--- config.mk ---
export PLATFORM = sky130hd
export DESIGN_NAME = iter_mdu_flat
export DESIGN_NICKNAME = d
export VERILOG_FILES = /design/src/rtl/iter_mdu_pkg.sv /design/src/rtl/iter_mdu_if.sv /design/src/rtl/iter_mdu_div_core.sv /design/src/rtl/iter_mdu.sv /design/src/flat_wrapper.sv
export SDC_FILE = /design/constraint.sdc
export NUM_CORES = 2
export LEC_CHECK = 0
export BUFFER_PORTS_ARGS = -buffer_cell sky130_fd_sc_hd__buf_2
export CAP_MARGIN = 15
export CORE_UTILIZATION = 35
export CTS_CLUSTER_DIAMETER = 200
export DETAILED_ROUTE_END_ITERATION = 12
export PLACE_DENSITY_LB_ADDON = 0.08
export SYNTH_ARGS = -nofsm -noshare
export SYNTH_HDL_FRONTEND = slang
export SYNTH_SLANG_ARGS = --single-unit
--- constraint.sdc ---
create_clock -name clk -period 11.1 [get_ports clk]
set_input_delay 1.11 -clock clk [delete_from_list [all_inputs] [get_ports clk]]
set_output_delay 1.11 -clock clk [all_outputs]
set_load 0.03 [all_outputs]
--- src/rtl/iter_mdu_pkg.sv ---
// Shared constants for the multiply/divide unit: md_sel op codes, FSM state
// encodings and the accumulate mode used when MDU_MADD_EN is defined.
package iter_mdu_pkg;

    localparam logic [3:0] MD_NONE  = 4'd0;
    localparam logic [3:0] MD_MULT  = 4'd1;
    localparam logic [3:0] MD_MULTU = 4'd2;
    localparam logic [3:0] MD_DIV   = 4'd3;
    localparam logic [3:0] MD_DIVU  = 4'd4;
    localparam logic [3:0] MD_MFHI  = 4'd5;
    localparam logic [3:0] MD_MFLO  = 4'd6;
    localparam logic [3:0] MD_MTHI  = 4'd7;
    localparam logic [3:0] MD_MTLO  = 4'd8;
    localparam logic [3:0] MD_MADD  = 4'd9;
    localparam logic [3:0] MD_MADDU = 4'd10;
    localparam logic [3:0] MD_MSUB  = 4'd11;
    localparam logic [3:0] MD_MSUBU = 4'd12;

    localparam logic [1:0] ST_IDLE = 2'd0;
    localparam logic [1:0] ST_MUL  = 2'd1;
    localparam logic [1:0] ST_DIV  = 2'd2;

    typedef enum logic [1:0] {
        ACC_SET = 2'd0,
        ACC_ADD = 2'd1,
        ACC_SUB = 2'd2
    } acc_mode_e;

    function automatic logic is_read(input logic [3:0] sel);
        return (sel == MD_MFHI) || (sel == MD_MFLO);
    endfunction

endpackage

--- src/rtl/iter_mdu_if.sv ---
// Operand/result bundle between the E stage and the multiply/divide unit.
// master drives operands and op code, slave (the unit) returns stall and results.
interface iter_mdu_if #(
    parameter int WIDTH = 32
);
    logic [WIDTH-1:0] d1;
    logic [WIDTH-1:0] d2;
    logic [3:0]       md_sel;
    logic             md_stall;
    logic [WIDTH-1:0] md_out;
    logic [WIDTH-1:0] hi_q;
    logic [WIDTH-1:0] lo_q;

    modport master (
        output d1, d2, md_sel,
        input  md_stall, md_out, hi_q, lo_q
    );

    modport slave (
        input  d1, d2, md_sel,
        output md_stall, md_out, hi_q, lo_q
    );
endinterface

--- src/rtl/iter_mdu_div_core.sv ---
// Radix-2 restoring divider on magnitudes: WIDTH shift/subtract steps after load,
// then done is held for one fix-up cycle presenting sign-corrected results.
module mdu_div_core #(
    parameter int WIDTH = 32
) (
    input  logic             clk,
    input  logic             reset,
    input  logic             load,
    input  logic             signed_op,
    input  logic [WIDTH-1:0] dividend,
    input  logic [WIDTH-1:0] divisor,
    output logic             done,
    output logic [WIDTH-1:0] quotient,
    output logic [WIDTH-1:0] remainder
);
    localparam int SW = $clog2(WIDTH + 1);

    logic             active;
    logic [SW-1:0]    steps;
    logic [WIDTH-1:0] part_rem;
    logic [WIDTH-1:0] quo_sh;
    logic [WIDTH-1:0] dmag;
    logic [WIDTH-1:0] dividend_q;
    logic             neg_q;
    logic             neg_r;
    logic             div_zero;
    logic [WIDTH:0]   trial;

    function automatic logic [WIDTH-1:0] mag(input logic [WIDTH-1:0] x, input logic s);
        return (s && x[WIDTH-1]) ? -x : x;
    endfunction

    // partial remainder stays below dmag, so a set top bit means the subtract underflowed
    assign trial = {part_rem, quo_sh[WIDTH-1]} - {1'b0, dmag};

    always_ff @(posedge clk or posedge reset) begin
        if (reset) begin
            active     <= 1'b0;
            steps      <= '0;
            part_rem   <= '0;
            quo_sh     <= '0;
            dmag       <= '0;
            dividend_q <= '0;
            neg_q      <= 1'b0;
            neg_r      <= 1'b0;
            div_zero   <= 1'b0;
        end else if (load) begin
            active     <= 1'b1;
            steps      <= SW'(WIDTH);
            part_rem   <= '0;
            quo_sh     <= mag(dividend, signed_op);
            dmag       <= mag(divisor, signed_op);
            dividend_q <= dividend;
            neg_q      <= signed_op & (dividend[WIDTH-1] ^ divisor[WIDTH-1]);
            neg_r      <= signed_op & dividend[WIDTH-1];
            div_zero   <= (divisor == '0);
        end else if (active) begin
            if (steps != '0) begin
                steps <= steps - 1'b1;
                if (!trial[WIDTH]) begin
                    part_rem <= trial[WIDTH-1:0];
                    quo_sh   <= {quo_sh[WIDTH-2:0], 1'b1};
                end else begin
                    part_rem <= {part_rem[WIDTH-2:0], quo_sh[WIDTH-1]};
                    quo_sh   <= {quo_sh[WIDTH-2:0], 1'b0};
                end
            end else begin
                active <= 1'b0;
            end
        end
    end

    assign done = active && (steps == '0);

    always_comb begin
        quotient  = neg_q ? -quo_sh : quo_sh;
        remainder = neg_r ? -part_rem : part_rem;
        if (div_zero) begin
            quotient  = '1;
            remainder = dividend_q;
        end
    end

endmodule

--- src/rtl/iter_mdu.sv ---
// Multiply/divide unit owning HI/LO: pipelined-latency multiply, iterative divide.
// Define MDU_MADD_EN to decode md_sel 9-12 as madd/maddu/msub/msubu.
//
// state   | meaning
// IDLE    | accepts start ops and mthi/mtlo
// MUL     | product held in tmp, counting down MULT_CYCLES
// DIV     | mdu_div_core iterating, HI/LO written on its done
module iter_mdu
    import iter_mdu_pkg::*;
#(
    parameter int WIDTH       = 32,
    parameter int MULT_CYCLES = 5
) (
    input logic       clk,
    input logic       reset,
    iter_mdu_if.slave md
);
    localparam int CNT_W = $clog2(MULT_CYCLES + 1);

    logic [1:0]         state;
    logic [CNT_W-1:0]   cnt;
    logic [WIDTH-1:0]   hi;
    logic [WIDTH-1:0]   lo;
    logic [2*WIDTH-1:0] tmp;

    logic               mul_start;
    logic               div_start;
    logic               mul_signed;
    logic               div_signed;
    logic               busy;
    logic [2*WIDTH-1:0] a_ext;
    logic [2*WIDTH-1:0] b_ext;
    logic [2*WIDTH-1:0] prod;
    logic [2*WIDTH-1:0] mul_result;
    logic               div_done;
    logic [WIDTH-1:0]   div_quo;
    logic [WIDTH-1:0]   div_rem;
`ifdef MDU_MADD_EN
    acc_mode_e          acc_mode;
`endif

    always_comb begin
        mul_start  = 1'b0;
        div_start  = 1'b0;
        mul_signed = 1'b0;
        div_signed = 1'b0;
`ifdef MDU_MADD_EN
        acc_mode   = ACC_SET;
`endif
        case (md.md_sel)
            MD_MULT:  begin mul_start = 1'b1; mul_signed = 1'b1; end
            MD_MULTU: mul_start = 1'b1;
            MD_DIV:   begin div_start = 1'b1; div_signed = 1'b1; end
            MD_DIVU:  div_start = 1'b1;
`ifdef MDU_MADD_EN
            MD_MADD:  begin mul_start = 1'b1; mul_signed = 1'b1; acc_mode = ACC_ADD; end
            MD_MADDU: begin mul_start = 1'b1; acc_mode = ACC_ADD; end
            MD_MSUB:  begin mul_start = 1'b1; mul_signed = 1'b1; acc_mode = ACC_SUB; end
            MD_MSUBU: begin mul_start = 1'b1; acc_mode = ACC_SUB; end
`endif
            default: ;
        endcase
    end

    // extending to 2*WIDTH first makes the truncated product exact for both signednesses
    assign a_ext = mul_signed ? {{WIDTH{md.d1[WIDTH-1]}}, md.d1} : {{WIDTH{1'b0}}, md.d1};
    assign b_ext = mul_signed ? {{WIDTH{md.d2[WIDTH-1]}}, md.d2} : {{WIDTH{1'b0}}, md.d2};
    assign prod  = a_ext * b_ext;

`ifdef MDU_MADD_EN
    always_comb begin
        case (acc_mode)
            ACC_ADD: mul_result = {hi, lo} + prod;
            ACC_SUB: mul_result = {hi, lo} - prod;
            default: mul_result = prod;
        endcase
    end
`else
    assign mul_result = prod;
`endif

    mdu_div_core #(
        .WIDTH(WIDTH)
    ) u_div_core (
        .clk      (clk),
        .reset    (reset),
        .load     (div_start && (state == ST_IDLE)),
        .signed_op(div_signed),
        .dividend (md.d1),
        .divisor  (md.d2),
        .done     (div_done),
        .quotient (div_quo),
        .remainder(div_rem)
    );

    always_ff @(posedge clk or posedge reset) begin
        if (reset) begin
            state <= ST_IDLE;
            cnt   <= '0;
            hi    <= '0;
            lo    <= '0;
            tmp   <= '0;
        end else begin
            case (state)
                ST_IDLE: begin
                    if (md.md_sel == MD_MTHI) hi <= md.d1;
                    if (md.md_sel == MD_MTLO) lo <= md.d1;
                    if (mul_start) begin
                        tmp   <= mul_result;
                        cnt   <= CNT_W'(MULT_CYCLES);
                        state <= ST_MUL;
                    end else if (div_start) begin
                        state <= ST_DIV;
                    end
                end
                ST_MUL: begin
                    if (cnt == CNT_W'(1)) begin
                        {hi, lo} <= tmp;
                        cnt      <= '0;
                        state    <= ST_IDLE;
                    end else begin
                        cnt <= cnt - 1'b1;
                    end
                end
                ST_DIV: begin
                    if (div_done) begin
                        hi    <= div_rem;
                        lo    <= div_quo;
                        state <= ST_IDLE;
                    end
                end
                default: state <= ST_IDLE;
            endcase
        end
    end

    assign busy        = (state != ST_IDLE);
    assign md.md_stall = mul_start | div_start | busy;
    assign md.hi_q     = hi;
    assign md.lo_q     = lo;

    always_comb begin
        md.md_out = '0;
        if (is_read(md.md_sel)) md.md_out = (md.md_sel == MD_MFHI) ? hi : lo;
    end

endmodule
--- src/flat_wrapper.sv ---
// flat-port wrapper written by rule: the top's interface ports become plain ports
module iter_mdu_flat import iter_mdu_pkg::*;
#(
    parameter int WIDTH       = 32,
    parameter int MULT_CYCLES = 5
)
  (clk, reset, md_d1, md_d2, md_md_sel, md_md_stall, md_md_out, md_hi_q, md_lo_q);
  iter_mdu_if #(.WIDTH(WIDTH)) md_i ();
  input logic clk;
  input logic reset;
  input wire logic [$bits(md_i.d1)-1:0] md_d1;
  input wire logic [$bits(md_i.d2)-1:0] md_d2;
  input wire logic [$bits(md_i.md_sel)-1:0] md_md_sel;
  output wire logic [$bits(md_i.md_stall)-1:0] md_md_stall;
  output wire logic [$bits(md_i.md_out)-1:0] md_md_out;
  output wire logic [$bits(md_i.hi_q)-1:0] md_hi_q;
  output wire logic [$bits(md_i.lo_q)-1:0] md_lo_q;
  assign md_i.d1 = md_d1;
  assign md_i.d2 = md_d2;
  assign md_i.md_sel = md_md_sel;
  assign md_md_stall = md_i.md_stall;
  assign md_md_out = md_i.md_out;
  assign md_hi_q = md_i.hi_q;
  assign md_lo_q = md_i.lo_q;
  iter_mdu #(.WIDTH(WIDTH), .MULT_CYCLES(MULT_CYCLES)) u_core (.clk(clk), .reset(reset), .md(md_i));
endmodule
Word-level counts from Yosys, hierarchy flattened
Cells that the tools add are included.
{"block": "totals", "reg_bits": 271, "inputBits": 70, "output_inout_bits": 97, "word_cells": 110}
{"block": "classes", "n_addsub": 7, "mul": 1, "n_eq_ne": 17, "n_mux": 44, "bitwise": 5, "reduce_logical": 22}
{"op": "two-way mux 32 bit", "count": 21}
{"op": "case mux 32 bit (3 select lines)", "count": 2}
{"op": "two-way mux 64 bit", "count": 2}
{"op": "negator 32 bit", "count": 4}
{"op": "multiplier 64 x 64 -> 64 bit", "count": 1}
{"op": "subtractor 33 x 32 -> 33 bit", "count": 1}
{"op": "logical NOT 32 bit", "count": 1}
{"op": "two-way mux 6 bit", "count": 3}
{"op": "== test 4 x 3 -> 1 bit, second input constant", "count": 4}
{"op": "== test 4 x 2 -> 1 bit, second input constant", "count": 2}
{"op": "two-way mux 1 bit", "count": 8}
{"op": "two-way mux 2 bit", "count": 4}
{"op": "AND reduction 4 bit", "count": 2}
{"op": "nonzero test 2 bit", "count": 4}
{"op": "logical NOT 6 bit", "count": 1}
{"op": "two-way mux 3 bit", "count": 2}
{"op": "inequality test 2 x 1 -> 1 bit, second input constant", "count": 3}
{"op": "case mux 2 bit (3 select lines)", "count": 1}
{"op": "case mux 3 bit (2 select lines)", "count": 1}
{"op": "AND reduction 2 bit", "count": 3}
{"op": "nonzero test 6 bit", "count": 1}
{"op": "subtractor 6 x 1 -> 6 bit, second input constant", "count": 1}
{"op": "== test 4 x 1 -> 1 bit, second input constant", "count": 1}
{"op": "== test 4 bit, second input constant", "count": 1}
{"op": "15 further kinds", "count": 22}

Longest topological paths before layout
{"block": "logic_depth", "ltp_word": 6, "ltp_mapped": 38, "mapped_depth_nobuf": 35}

Cells and area by module
From an unflattened synthesis, not the netlist that was laid out.
{"block": "unflattened", "hier_cells": 7097, "hier_area_um2": 64508.1}
{"module": "iter_mdu", "n_inst": 1, "cells_per_inst": 5799, "area_per_inst_um2": 53876.7, "seq_area_each_um2": 3328.2}
{"module": "mdu_div_core", "n_inst": 1, "cells_per_inst": 1298, "area_per_inst_um2": 10631.4, "seq_area_each_um2": 3453.3}

Worst setup path before layout
OpenSTA, ideal clock, no wires.
{"block": "synth_path", "path_type": "input port to flip-flop", "start": "input port md_md_sel[0]", "end": "register u_core.tmp[60]", "setup_ps": 125, "arrival_time_ps": 10110, "t_required_ps": 10975, "path_slack_ps": 865, "stages": 30, "n_path_buf": 4, "cell_sequence": "nor2b_1 > clkbuf_1 > and3_1 > clkbuf_1 > clkbuf_1 > nand2_1 > fa_1 > inv_1 > fa_1 > fa_1 > inv_1 > fa_1 > inv_1 > fa_1 > fa_1 > fa_1 > fa_1 > fa_1 > fa_1 > ha_1 > clkbuf_1 > and3_1 > and2_1 > nand3_1 > or2_2 > o2111ai_2 > o211ai_2 > o311ai_2 > xor2_1 > mux2_2"}
{"block": "synth_between", "elab_chain_len": 4, "elab_cells_between_ends": 9, "cone_classes": "1 x mul; 2 x eq/ne; 4 x mux; 2 x reduce/logical"}
{"item": "start, declared", "line": "flat_wrapper.sv:13", "source": "input wire logic [$bits(md_i.md_sel)-1:0] md_md_sel;"}
{"item": "== test 4 x 1 -> 1 bit or == test 4 x 2 -> 1 bit (tied branches)", "line": "iter_mdu.sv:50", "source": "case (md.md_sel)"}
{"item": "two-way mux 1 bit or OR reduction 2 bit (tied branches)"}
{"item": "two-way mux 64 bit (tied with other cells)", "line": "iter_mdu.sv:66", "source": "assign a_ext = mul_signed ? {{WIDTH{md.d1[WIDTH-1]}}, md.d1} : {{WIDTH{1'b0}}, md.d1};"}
{"item": "multiplier 64 x 64 -> 64 bit or AND reduction 2 bit (tied branches)"}
{"item": "end signal, assigned", "line": "iter_mdu.sv:109", "source": "tmp <= mul_result;"}
{"item": "end, declared", "line": "iter_mdu.sv:24", "source": "logic [2*WIDTH-1:0] tmp;"}
Parallel ways exist; a longest one is shown, timed or not.
A chain may end at the register's enable or synchronous reset.

Worst setup path after layout
{"block": "layout_path", "start": "input port md_md_sel[3]", "end": "register u_core.tmp[60]"}
Same word-level chain as after synthesis.

==> impl_results.md <==
* Status: finished, final reports clean
* List of most frequent post-synthesis cells: inv_1 (1565), fa_1 (1420), nand2_1 (1236)
* Simple-gate share of the synthesized area at 0.146
* CP most frequent cell: fa_1
* Chip Height at 430 um
* Gr ovfl total at 0
* Final Hold Viols at 0
* Post-synth EDFFs at 0
* Ports at 167
* Top-area cell type share of the netlist area at 0.443
* Delay-heaviest family, CP: adder cells
* H-tree lvl count at 2
* Worst setup EP type: flop
* Post-route setup TNS at 0 ps
* Adder-cell area share of the yosys netlist at 0.513
* DRC viols at 0
* Detailed Place HPWL at 189000 um
* Critical-path top delay cell: fa_1
* Root Buffer: clkbuf_16
* Max stage delay on crit path at 710 ps
* Initial antenna violation count at 20
* Vias in the first global route at 51650
* Nets@finish at 9006
* Slew margin rel. at 0.218
* Synth Cell Area at 64100 um2
* Final Skew at 29.9 ps
* CTS tree: yes
* Largest net degree at the start of global routing at 181
* Clk slew on worst S/H paths at 60 ps
* Share of layout cells above drive strength 1 at 0.0582
* Warnings, synthesis at 0
* ANT nets after route at 0
* Global-route wire length before repair at 346000 um
* DR vias at 47917
* Post-CTS Repair Setup Buffers at 0
* Tmin final at 10510 ps
* Clock Tree Buf Depth at 3
* WL per Instance at 23.9 um
* Part of the cycle the worst path needs at 0.947
* Post-synthesis sequential area ratio at 0.106
* Startpoint type of the worst setup path: primary input
* WP data required at 11540 ps
* Worst-Skew Late Latency at 560 ps
* Area contributors post-synth: fa_1 (44%), dfrtp_1 (11%), inv_1 (9.2%)
* Initial core utilization at 0.354
* Async SR Flop Fraction at 1.00
* RSZ-0062 raised after global routing: false
* Final WL at 228000 um
* FMAX at 95.1 MHz
* Die width at 430 um
* Syn Area/Cell at 8.88 um2
* Hold WC Path Type: flop to flop
* Final number of setup-violating endpoints at 0
* Placer Congestion at 0.933
* #FFs+latches synth at 271
* Core Region at 181000 um2
* Distinct cell type count after synthesis at 80
* Full die area at 185000 um2
* Post_cts resized at 0
* First-pass DRT Iterations at 6
* Synth Area in Compound Gates at 0.0771
* Max-Cap Viols at 0
* Critical Path AT at 10960 ps
* Mapped Cells at 7217
* Worst slew pin tran at 1170 ps
* Cell taking the most area after synthesis: fa_1
* Combinational family with the most area after synthesis: adder cells
* Num CTS Buffers at 34
* XOR/XNOR share of the synthesized area at 0.0366
* Row count at 156
* GR Util All Layers at 0.252
* PortBufs at 166
* Syn nets at 9065
* Clk sinks at 271
* Most numerous cell in the Yosys netlist: inv_1
* 1st-iter DRT viols at 3268
* Most used DFF post-synth: dfrtp_1
* Mux share of post-synthesis cell area at 0.00472
* CP Max Fanout at 14
* Synthesis-to-finish area growth at 7.31%
* Crit Path Category: primary input to flop
* Vias per cell at 5.02
* Buffers plus inverters on the worst setup path at 7
* Post-CTS Hold Buffers at 0
* Max-slew violations at 0
[per-stage QoR]
| step | setup slack, ps | util | hold WS [ps] | std cells | area [um2] |
|---|---|---|---|---|---|
| global route | 287 | 0.379 | 488 | 9551 | 68800 |
| global placement | 188 | 0.373 | 458 | 9491 | 67700 |
| finish | 585 | 0.379 | 474 | 9554 | 68800 |
| CTS | 680 | 0.379 | 477 | 9548 | 68800 |
| floorplan | 865 | - | 446 | 7217 | 64100 |
| detailed placement | 101 | 0.373 | 462 | 9491 | 67700 |
[worst paths after layout]
kind / from / endpoint / slack (ps) / cells after the start
max: md_md_sel[3] / u_core.tmp[60] / 590 / 30
min: u_core.tmp[1] / u_core.tmp[1] / 470 / 2
max reg2reg: u_core.u_div_core.quo_sh[31] / u_core.u_div_core.part_rem[6] / 6490 / 15
min reg2reg: u_core.tmp[1] / u_core.tmp[1] / 470 / 2
max in group asynchronous: reset / u_core.tmp[36] / 8960 / 3
min in group asynchronous: reset / u_core.cnt[2] / 760 / 2
[registers in the layout, indices dropped and copies added, names as in the netlist]
register                      cells
u_core.cnt                        3
u_core.md.hi_q                   32
u_core.md.lo_q                   32
u_core.state                      2
u_core.tmp                       64
u_core.u_div_core.active          1
u_core.u_div_core.div_zero        1
u_core.u_div_core.dividend_q     32
u_core.u_div_core.dmag           32
u_core.u_div_core.neg_q           1
u_core.u_div_core.neg_r           1
u_core.u_div_core.part_rem       32
u_core.u_div_core.quo_sh         32
u_core.u_div_core.steps           6
[worst reg2reg max path, delay by kind of cell (launching register included)]
family	cells	cell delay, ps
AOI/OAI and AO/OA	6	1610
adders and majority gates	2	620
buffers and inverters	3	700
DFF	1	410
muxes	1	290
and+or+nand+nor	3	790
[placed cells by master, fill, tap and decap left out, drive strengths merged, types with 12 or more instances in the layout]
master,count
inv,1566
fa,1420
nand2,1236
and2,423
ha,358
o21ai,345
buf,329
dfrtp,271
nor2,172
xnor2,167
a21oi,146
xor2,101
nand3,70
a21o,61
a31oi,52
o31ai,47
clkbuf,46
o22ai,36
nor3,29
mux2i,28
nand4,23
nand2b,20
and3,17
a211oi,17
a311oi,16
nor4,15
nor2b,14
o21bai,13
or4,13
o41ai,12
[cell type report]
class / instances / area [um2]
multi-input cells: 4955 / 49900
flip-flops and latches: 271 / 6780
diodes: 5 / 12.5
inverters: 1567 / 5890
clock buffers: 46 / 977
repair buffers: 329 / 2190
well taps: 2370 / 2970
clock inverters: 11 / 83.8
fillers: 18745 / 113000
[per-layer routing]
layer	global-route usage	wire (um)	vias to the layer above
met2	0.426	109000	1140
met1	0.352	104000	25150
met5	0	0	-
met3	0.0180	8860	193
met4	0.0617	6480	0
li1	-	-	21434
[kinds of logic after synthesis]
kind of cell | count (synthesis)
AO/OA/AOI/OAI | 817
adder cells (fa/ha/maj) | 1779
AND/OR/NAND/NOR | 2061
multiplexers | 30
flip-flops | 271
XOR/XNOR | 268
buffers and inverters | 1991
Power is not shown: default switching activity piles up to over one toggle a cycle in this logic, so the estimate is an artifact.
